**src/rtl/bcd_pkg.sv**
```systemverilog
// Shared types and helpers for the sequential binary-to-BCD converter.
package bcd_pkg;

    typedef logic [3:0] bcd_digit_t;

    typedef enum logic [1:0] {
        IDLE,
        SHIFT,
        DONE
    } state_t;

    // Double-dabble correction: a digit of 5 or more would reach 10 or more
    // after doubling, so pre-add 3 to make the shift carry correctly.
    function automatic bcd_digit_t add3_adj(input bcd_digit_t d);
        return (d >= 4'd5) ? bcd_digit_t'(d + 4'd3) : d;
    endfunction

endpackage

```
**src/rtl/bcd_digit_cell.sv**
```systemverilog
// One BCD digit of the double-dabble chain: adjust, then shift left by one
// with carry_in entering bit 0 and the old bit 3 leaving as carry_out.
module bcd_digit_cell
    import bcd_pkg::*;
(
    input  bcd_digit_t digit,
    input  logic       carry_in,
    output bcd_digit_t next_digit,
    output logic       carry_out
);

    bcd_digit_t adj;

    // Adjust-and-shift for a single digit.
    always_comb begin
        adj        = add3_adj(digit);
        next_digit = {adj[2:0], carry_in};
        carry_out  = adj[3];
    end

endmodule

```
**src/rtl/bin_to_bcd_seq.sv**
```systemverilog
// Sequential double-dabble converter: one operand bit per clock, results
// delivered through a start/done handshake with overflow and blanking mask.
module bin_to_bcd_seq
    import bcd_pkg::*;
#(
    parameter int BIN_W  = 13,
    parameter int DIGITS = 4
) (
    input  logic                  clk,
    input  logic                  rst,
    input  logic                  start,
    input  logic [BIN_W-1:0]      bin_in,
    output logic                  busy,
    output logic                  done,
    output logic [4*DIGITS-1:0]   bcd_out,
    output logic                  overflow,
    output logic [DIGITS-1:0]     blank
);

    localparam int                 CNT_W     = $clog2(BIN_W + 1);
    localparam logic [CNT_W-1:0]   LAST_SHIFT = CNT_W'(BIN_W - 1);
    // Reset / all-zero blanking: every digit blanked except the units digit.
    localparam logic [DIGITS-1:0]  BLANK_RST = ~(DIGITS'(1));

    state_t                state_q, state_d;
    logic [BIN_W-1:0]      opnd_q, opnd_d;
    logic [4*DIGITS-1:0]   work_q, work_d, work_shift;
    logic [CNT_W-1:0]      cnt_q, cnt_d;
    logic                  sticky_q, sticky_d;
    logic [4*DIGITS-1:0]   bcd_q, bcd_d;
    logic                  ovf_q, ovf_d;
    logic [DIGITS-1:0]     blank_q, blank_d, blank_calc;
    logic [DIGITS:0]       carry;

    // Operand MSB feeds the least significant digit; the top carry is the
    // bit that no longer fits in DIGITS decimal digits.
    assign carry[0] = opnd_q[BIN_W-1];

    generate
        for (genvar gi = 0; gi < DIGITS; gi++) begin : g_cell
            bcd_digit_cell u_cell (
                .digit      (work_q[4*gi +: 4]),
                .carry_in   (carry[gi]),
                .next_digit (work_shift[4*gi +: 4]),
                .carry_out  (carry[gi+1])
            );
        end
    endgenerate

    // Leading-zero mask of the post-shift digits, scanned from the top down.
    always_comb begin
        logic zero_above;
        zero_above = 1'b1;
        blank_calc = '0;
        for (int i = DIGITS - 1; i >= 0; i--) begin
            zero_above    = zero_above & (work_shift[4*i +: 4] == 4'd0);
            blank_calc[i] = zero_above;
        end
        blank_calc[0] = 1'b0;
    end

    // Next-state and datapath control; the final shift also loads the outputs
    // so that they are valid in the DONE cycle.
    always_comb begin
        state_d  = state_q;
        opnd_d   = opnd_q;
        work_d   = work_q;
        cnt_d    = cnt_q;
        sticky_d = sticky_q;
        bcd_d    = bcd_q;
        ovf_d    = ovf_q;
        blank_d  = blank_q;
        case (state_q)
            IDLE: begin
                if (start) begin
                    opnd_d   = bin_in;
                    work_d   = '0;
                    cnt_d    = '0;
                    sticky_d = 1'b0;
                    state_d  = SHIFT;
                end
            end
            SHIFT: begin
                opnd_d   = opnd_q << 1;
                work_d   = work_shift;
                cnt_d    = cnt_q + CNT_W'(1);
                sticky_d = sticky_q | carry[DIGITS];
                if (cnt_q == LAST_SHIFT) begin
                    state_d = DONE;
                    bcd_d   = work_shift;
                    ovf_d   = sticky_q | carry[DIGITS];
                    blank_d = blank_calc;
                end
            end
            DONE: begin
                state_d = IDLE;
            end
            default: begin
                state_d = IDLE;
            end
        endcase
    end

    // State and datapath registers; reset aborts any conversion in flight.
    always_ff @(posedge clk) begin
        if (rst) begin
            state_q  <= IDLE;
            opnd_q   <= '0;
            work_q   <= '0;
            cnt_q    <= '0;
            sticky_q <= 1'b0;
            bcd_q    <= '0;
            ovf_q    <= 1'b0;
            blank_q  <= BLANK_RST;
        end else begin
            state_q  <= state_d;
            opnd_q   <= opnd_d;
            work_q   <= work_d;
            cnt_q    <= cnt_d;
            sticky_q <= sticky_d;
            bcd_q    <= bcd_d;
            ovf_q    <= ovf_d;
            blank_q  <= blank_d;
        end
    end

    assign busy     = (state_q != IDLE);
    assign done     = (state_q == DONE);
    assign bcd_out  = bcd_q;
    assign overflow = ovf_q;
    assign blank    = blank_q;

endmodule

```
**config.mk**
```make
export PLATFORM = sky130hd
export DESIGN_NAME = bin_to_bcd_seq
export DESIGN_NICKNAME = d
export VERILOG_FILES = /design/src/rtl/bcd_pkg.sv /design/src/rtl/bcd_digit_cell.sv /design/src/rtl/bin_to_bcd_seq.sv
export SDC_FILE = /design/constraint.sdc
export NUM_CORES = 1
export LEC_CHECK = 0
export CAP_MARGIN = 20
export CORE_MARGIN = 2
export CORE_UTILIZATION = 67
export DETAILED_ROUTE_END_ITERATION = 10
export DONT_BUFFER_PORTS = 1
export PLACE_DENSITY = 0.83
export SLEW_MARGIN = 5
export SYNTH_ARGS = -nofsm -noshare
export SYNTH_HDL_FRONTEND = slang
export SYNTH_HIERARCHICAL = 1
export SYNTH_SLANG_ARGS = --single-unit
```
**constraint.sdc**
```tcl
create_clock -name clk -period 4.5 [get_ports clk]
set_input_delay 0.45 -clock clk [delete_from_list [all_inputs] [get_ports clk]]
set_output_delay 0.45 -clock clk [all_outputs]
set_load 0.02 [all_outputs]
```
After elaboration in Yosys (flattened, before gate mapping)
Cells that the tools add are included.
{"block": "op_classes", "muxes": 15, "n_addsub": 5, "n_reduce_logical": 9, "bitwise": 3, "magnitude_cmp": 4, "n_eq_ne": 5}
{"op": "case mux 16 bit (2 select lines)", "n": 1}
{"op": "case mux 13 bit (2 select lines)", "n": 1}
{"op": "two-way mux 4 bit", "n": 5}
{"op": "adder 4 x 2 -> 4 bit (second input constant)", "n": 4}
{"op": "greater-or-equal comparator 4 x 3 -> 1 bit (second input constant)", "n": 4}
{"op": "two-way mux 16 bit", "n": 1}
{"op": "two-way mux 13 bit", "n": 1}
{"op": "logical NOT 4 bit", "n": 3}
{"op": "case mux 4 bit (2 select lines)", "n": 1}
{"op": "AND reduction 2 bit", "n": 3}
{"op": "adder 4 x 1 -> 4 bit (second input constant)", "n": 1}
{"op": "== test 4 bit (second input constant)", "n": 1}
{"op": "two-way mux 2 bit", "n": 2}
{"op": "!= test 2 bit (second input constant)", "n": 2}
{"op": "case mux 2 bit (2 select lines)", "n": 1}
{"op": "nonzero test 2 bit", "n": 2}
{"op": "bitwise AND 1 bit", "n": 2}
{"op": "== test 2 x 1 -> 1 bit (second input constant)", "n": 1}
{"op": "== test 2 bit (second input constant)", "n": 1}
{"op": "logical NOT 2 bit", "n": 1}
{"op": "case mux 1 bit (2 select lines)", "n": 1}
{"op": "two-way mux 1 bit", "n": 1}
{"op": "bitwise OR 1 bit", "n": 1}
{"block": "totals", "wordCells": 49, "out_inout_bits": 23, "register_bits": 56}

Depth between registers and ports, before layout
{"block": "depth", "word_depth": 5, "ltp_mapped": 9}

Hierarchy
Netlist, hierarchy kept.
{"mod": "bin_to_bcd_seq", "area_per_inst_um2": 2308.5, "instances": 1, "cells_each": 245, "seq_area_each_um2": 1121.1}
{"mod": "bcd_digit_cell", "area_per_inst_um2": 108.9, "instances": 4, "cells_each": 17, "seq_area_each_um2": 0.0}

Worst setup path before layout
OpenSTA, ideal clock, no wires.
{"block": "synth_path", "path_type": "register to register", "from": "register work_q[13]", "to": "register blank_q[1], in the netlist blank[1]", "arrival_ns": 1.880, "path_buffers": 0, "slack_ns": 2.562, "path_stages_with_launch": 9, "period_less_slack_ns": 1.938, "t_required_ns": 4.442, "path_cell_list": "dfxtp_1 inv_1 ha_1 nand2b_1 a21oi_2 xnor2_1 or4_4 nor4_4 a221o_2"}
{"block": "synth_between", "elab_chain_cells": 5}
{"item": "start, declared", "line": "bin_to_bcd_seq.sv:27", "rtl": "logic [4*DIGITS-1:0] work_q, work_d, work_shift;"}
{"item": "start signal, assigned", "line": "bin_to_bcd_seq.sv:118", "rtl": "work_q <= work_d;"}
{"item": "greater-or-equal comparator 4 x 3 -> 1 bit", "line": "bcd_pkg.sv:15", "rtl": "return (d >= 4'd5) ? bcd_digit_t'(d + 4'd3) : d;"}
{"item": "two-way mux 4 bit", "line": "bcd_pkg.sv:15"}
{"item": "via work_shift[13]", "line": "bin_to_bcd_seq.sv:27"}
{"item": "logical NOT 4 bit", "line": "bin_to_bcd_seq.sv:56", "rtl": "zero_above = zero_above & (work_shift[4*i +: 4] == 4'd0);"}
{"item": "bitwise AND 1 bit (2 in series)", "line": "bin_to_bcd_seq.sv:56"}
{"item": "end signal, assigned", "line": "bin_to_bcd_seq.sv:123", "rtl": "blank_q <= blank_d;"}
{"item": "end, declared", "line": "bin_to_bcd_seq.sv:32", "rtl": "logic [DIGITS-1:0] blank_q, blank_d, blank_calc;"}
The timed path passes the listed nets, and every way through them passes these cells.
A chain may end at the register's enable or synchronous reset.

Worst setup path after layout
{"block": "layout_path", "from": "register state_q[1]", "to": "output port done"}
{"block": "layout_between", "elab_chain_cells": 1}
{"item": "start, declared", "line": "bin_to_bcd_seq.sv:25", "rtl": "state_t state_q, state_d;"}
{"item": "start signal, assigned", "line": "bin_to_bcd_seq.sv:116", "rtl": "state_q <= state_d;"}
{"item": "== test 2 bit", "line": "bin_to_bcd_seq.sv:128", "rtl": "assign done = (state_q == DONE);"}
{"item": "end, declared", "line": "bin_to_bcd_seq.sv:14", "rtl": "output logic done,"}
Every way passes these cells.

==> impl_metrics.json <==
{
  "timing.final.hold_violations": 0,
  "timing.final.crit_share_pct": 53.0,
  "ioPinCount": 39,
  "antenna_found_initial": 0,
  "slowest_delay_ns": 0.75,
  "yosysWarnings": 6,
  "first_iter_violations": 130,
  "critPathKind": "reg2out",
  "gp_congestion": 0.765,
  "clk_pin_slew_worst_paths_ns": 0.09,
  "rsz0062_at_grt": "no",
  "yosys_register_bits": 56,
  "power.leakage_nw": 1.07,
  "synth_area_leaders": "dfxtp_1 41%, a22o_1 5.7%, a21oi_1 5.3%",
  "synth.distinct_cells": 47,
  "p_per_area_mw_per_mm2": 349,
  "hold_path.class": "in2reg",
  "dp.cells": 338,
  "drive_gt1_share_pct": 10.8,
  "period_needed_ns": 2.39,
  "syn_area_sq_mm": 0.00274,
  "hpwlAfterDp_um": 3770,
  "synth_edf_count": 0,
  "reg2reg_setup_slack_ns": 2.30,
  "vias": 2190,
  "yosysSeqAreaShare_pct": 40.9,
  "fmax_ghz": 0.419,
  "cts_buffer_depth": 2,
  "diodes": 0,
  "ys.flop_type": "dfxtp_1",
  "tns_ns": 0,
  "grt_pass1_vias": 1977,
  "io_buffers": 0,
  "htree_levels": 2,
  "syn_nets": 339,
  "die_h_um": 68.0,
  "grt_max_degree": 30,
  "cts.sinks": 56,
  "slew_headroom_pct": 50.5,
  "critPathRequiredTime_ns": 4.05,
  "cts_made_buffers": 5,
  "nets": 321,
  "synth_top_area_share_pct": 40.9,
  "clock_latency_ns": 0.30,
  "outcome": "finished clean",
  "cap_violations": 0,
  "layout_commonest_cell": "dfxtp_1",
  "report.final.slew_viol_count": 0,
  "async_flop_share_pct": 0,
  "min_to": "cnt_q[0]",
  "fin_cells": 345,
  "critical_path.top_delay_family": "flip-flops",
  "die_w_um": 68.0,
  "r2r-end": "blank[1]",
  "rows": 23,
  "hp-start": "rst",
  "synth.avg_cell_area_sq_um": 8.77,
  "path_buf_inv": 1,
  "crit_fanout": 19,
  "synthCells": 313,
  "fin_util_pct": 70.4,
  "ir_worst_vdd_v": 0.000221,
  "setup_viol": 0,
  "power.total_w": 0.000976,
  "arrival_ns": 1.94,
  "drc": 0,
  "hold_buffers": 0,
  "wl_per_cell_um": 16.5,
  "cts-resized-gates": 0,
  "area_growth_pct": 1.96,
  "r2r-start": "state_q[0]",
  "grt.total_usage_pct": 25.8,
  "grt_pass1_wl_um": 9070,
  "dieArea_sq_mm": 0.00462,
  "final_cell_mix": "56 x dfxtp_1, 29 x a21oi_1, 26 x o21ai_0",
  "fp.coreArea_sq_mm": 0.00397,
  "end_kind": "output port",
  "cpMaxStageDelayCell": "dfxtp_1",
  "yosys.area.top_type": "dfxtp_1",
  "drt_first_pass_iters": 4,
  "ctsRootBufferMaster": "clkbuf_8",
  "worst_slew_pin_slew_ns": 0.740,
  "r2r.worst_path.cells": 3,
  "crit_path_start_kind": "register",
  "vias_per_cell": 6.35,
  "post_cts_buffers": 0,
  "routed_wl_um": 5690,
  "grt_overflow": 0,
  "cts_tree": "built",
  "path_cells": "clkinv_1 > nor2_1",
  "ant_nets": 0,
  "holdPathStages": 1,
  "initial_utilization_pct": 69.1,
  "finalClockSkew_ns": 0.00643
}
-- sequential cells by signal, indices dropped and copies added (netlist names) --
register / flops
blank: 3
cnt_q: 4
work_q: 16
overflow: 1
opnd_q: 13
bcd_out: 16
state_q: 2
sticky_q: 1
-- metrics by stage --
stage          worst slack, ns  hold WS, ns  instance area (sq um)
6_report                  2.11        0.211                   2800
5_1_grt                   1.94        0.192                   2800
4_1_cts                   2.12        0.204                   2800
3_5_place_dp              2.35        0.454                   2670
3_3_place_gp              2.41        0.453                   2670
2_1_floorplan             2.56        0.446                   2740
-- cells in the mapped netlist, types with 2 or more instances --
| cell type | instances |
|---|---|
| dfxtp_1 | 56 |
| mux2i_1 | 4 |
| nor2b_1 | 2 |
| o211ai_1 | 2 |
| o21a_1 | 8 |
| o221a_2 | 9 |
| buf_4 | 8 |
| xnor2_1 | 4 |
| inv_1 | 12 |
| nand2b_1 | 10 |
| o21ai_0 | 26 |
| a22o_1 | 18 |
| buf_2 | 10 |
| a21oi_1 | 29 |
| nand3_1 | 18 |
| ha_1 | 10 |
| o21ai_1 | 4 |
| nand2_1 | 22 |
| nor2_1 | 23 |
| a21oi_2 | 4 |
| clkbuf_1 | 7 |
| o22a_1 | 2 |
-- worst register-to-register path, stage by stage (launching register included) --
cell	delay [ns]
dfxtp_1	0.77
and2b_1	0.66
nand2_1	0.23
a221o_2	0.43
-- cell type report --
type	instances	area, sq um
repair buffers	2	15.0
flip-flops and latches	56	1120
multi-input cells	217	1420
inverters	13	48.8
well taps	50	62.6
fillers	317	1170
clock inverters	2	60.1
clock buffers	5	68.8
-- per-layer routing --
layer,track usage [%],part of all wire (%)
met5,0,0
met4,7.50,0.70
met3,5.92,5.0
met2,41.5,48
met1,34.4,46
-- cells by family after synthesis --
logic type                 share of synthesized area (%)
other                                              0.137
and+or+nand+nor                                     16.1
buffers and inverters                               7.34
AOI/OAI and AO/OA                                   27.9
adders and majority gates                           4.56
DFF                                                 40.9
xor gates and xnor gates                            1.28
muxes                                               1.87
-- power breakdown --
group | switching (W) | internal [W] | total (W)
Clock | 0.000154 | 0.000219 | 0.000373
Sequential | 0.0000176 | 0.000511 | 0.000528
Combinational | 0.0000445 | 0.0000303 | 0.0000747
Total | 0.000216 | 0.000760 | 0.000976
-- worst max path at each step --
stage,startpoint,depth (start not counted),endpoint,slack (ns)
floorplan,work_q[13],8,blank[1],2.56
global placement,state_q[0],4,work_q[9],2.41
detailed placement,state_q[0],3,blank[1],2.35
CTS,state_q[1],2,done,2.12
global route,state_q[1],2,done,1.94
finish,state_q[1],2,done,2.11
Note: power is estimated with default switching activity, not from simulation.
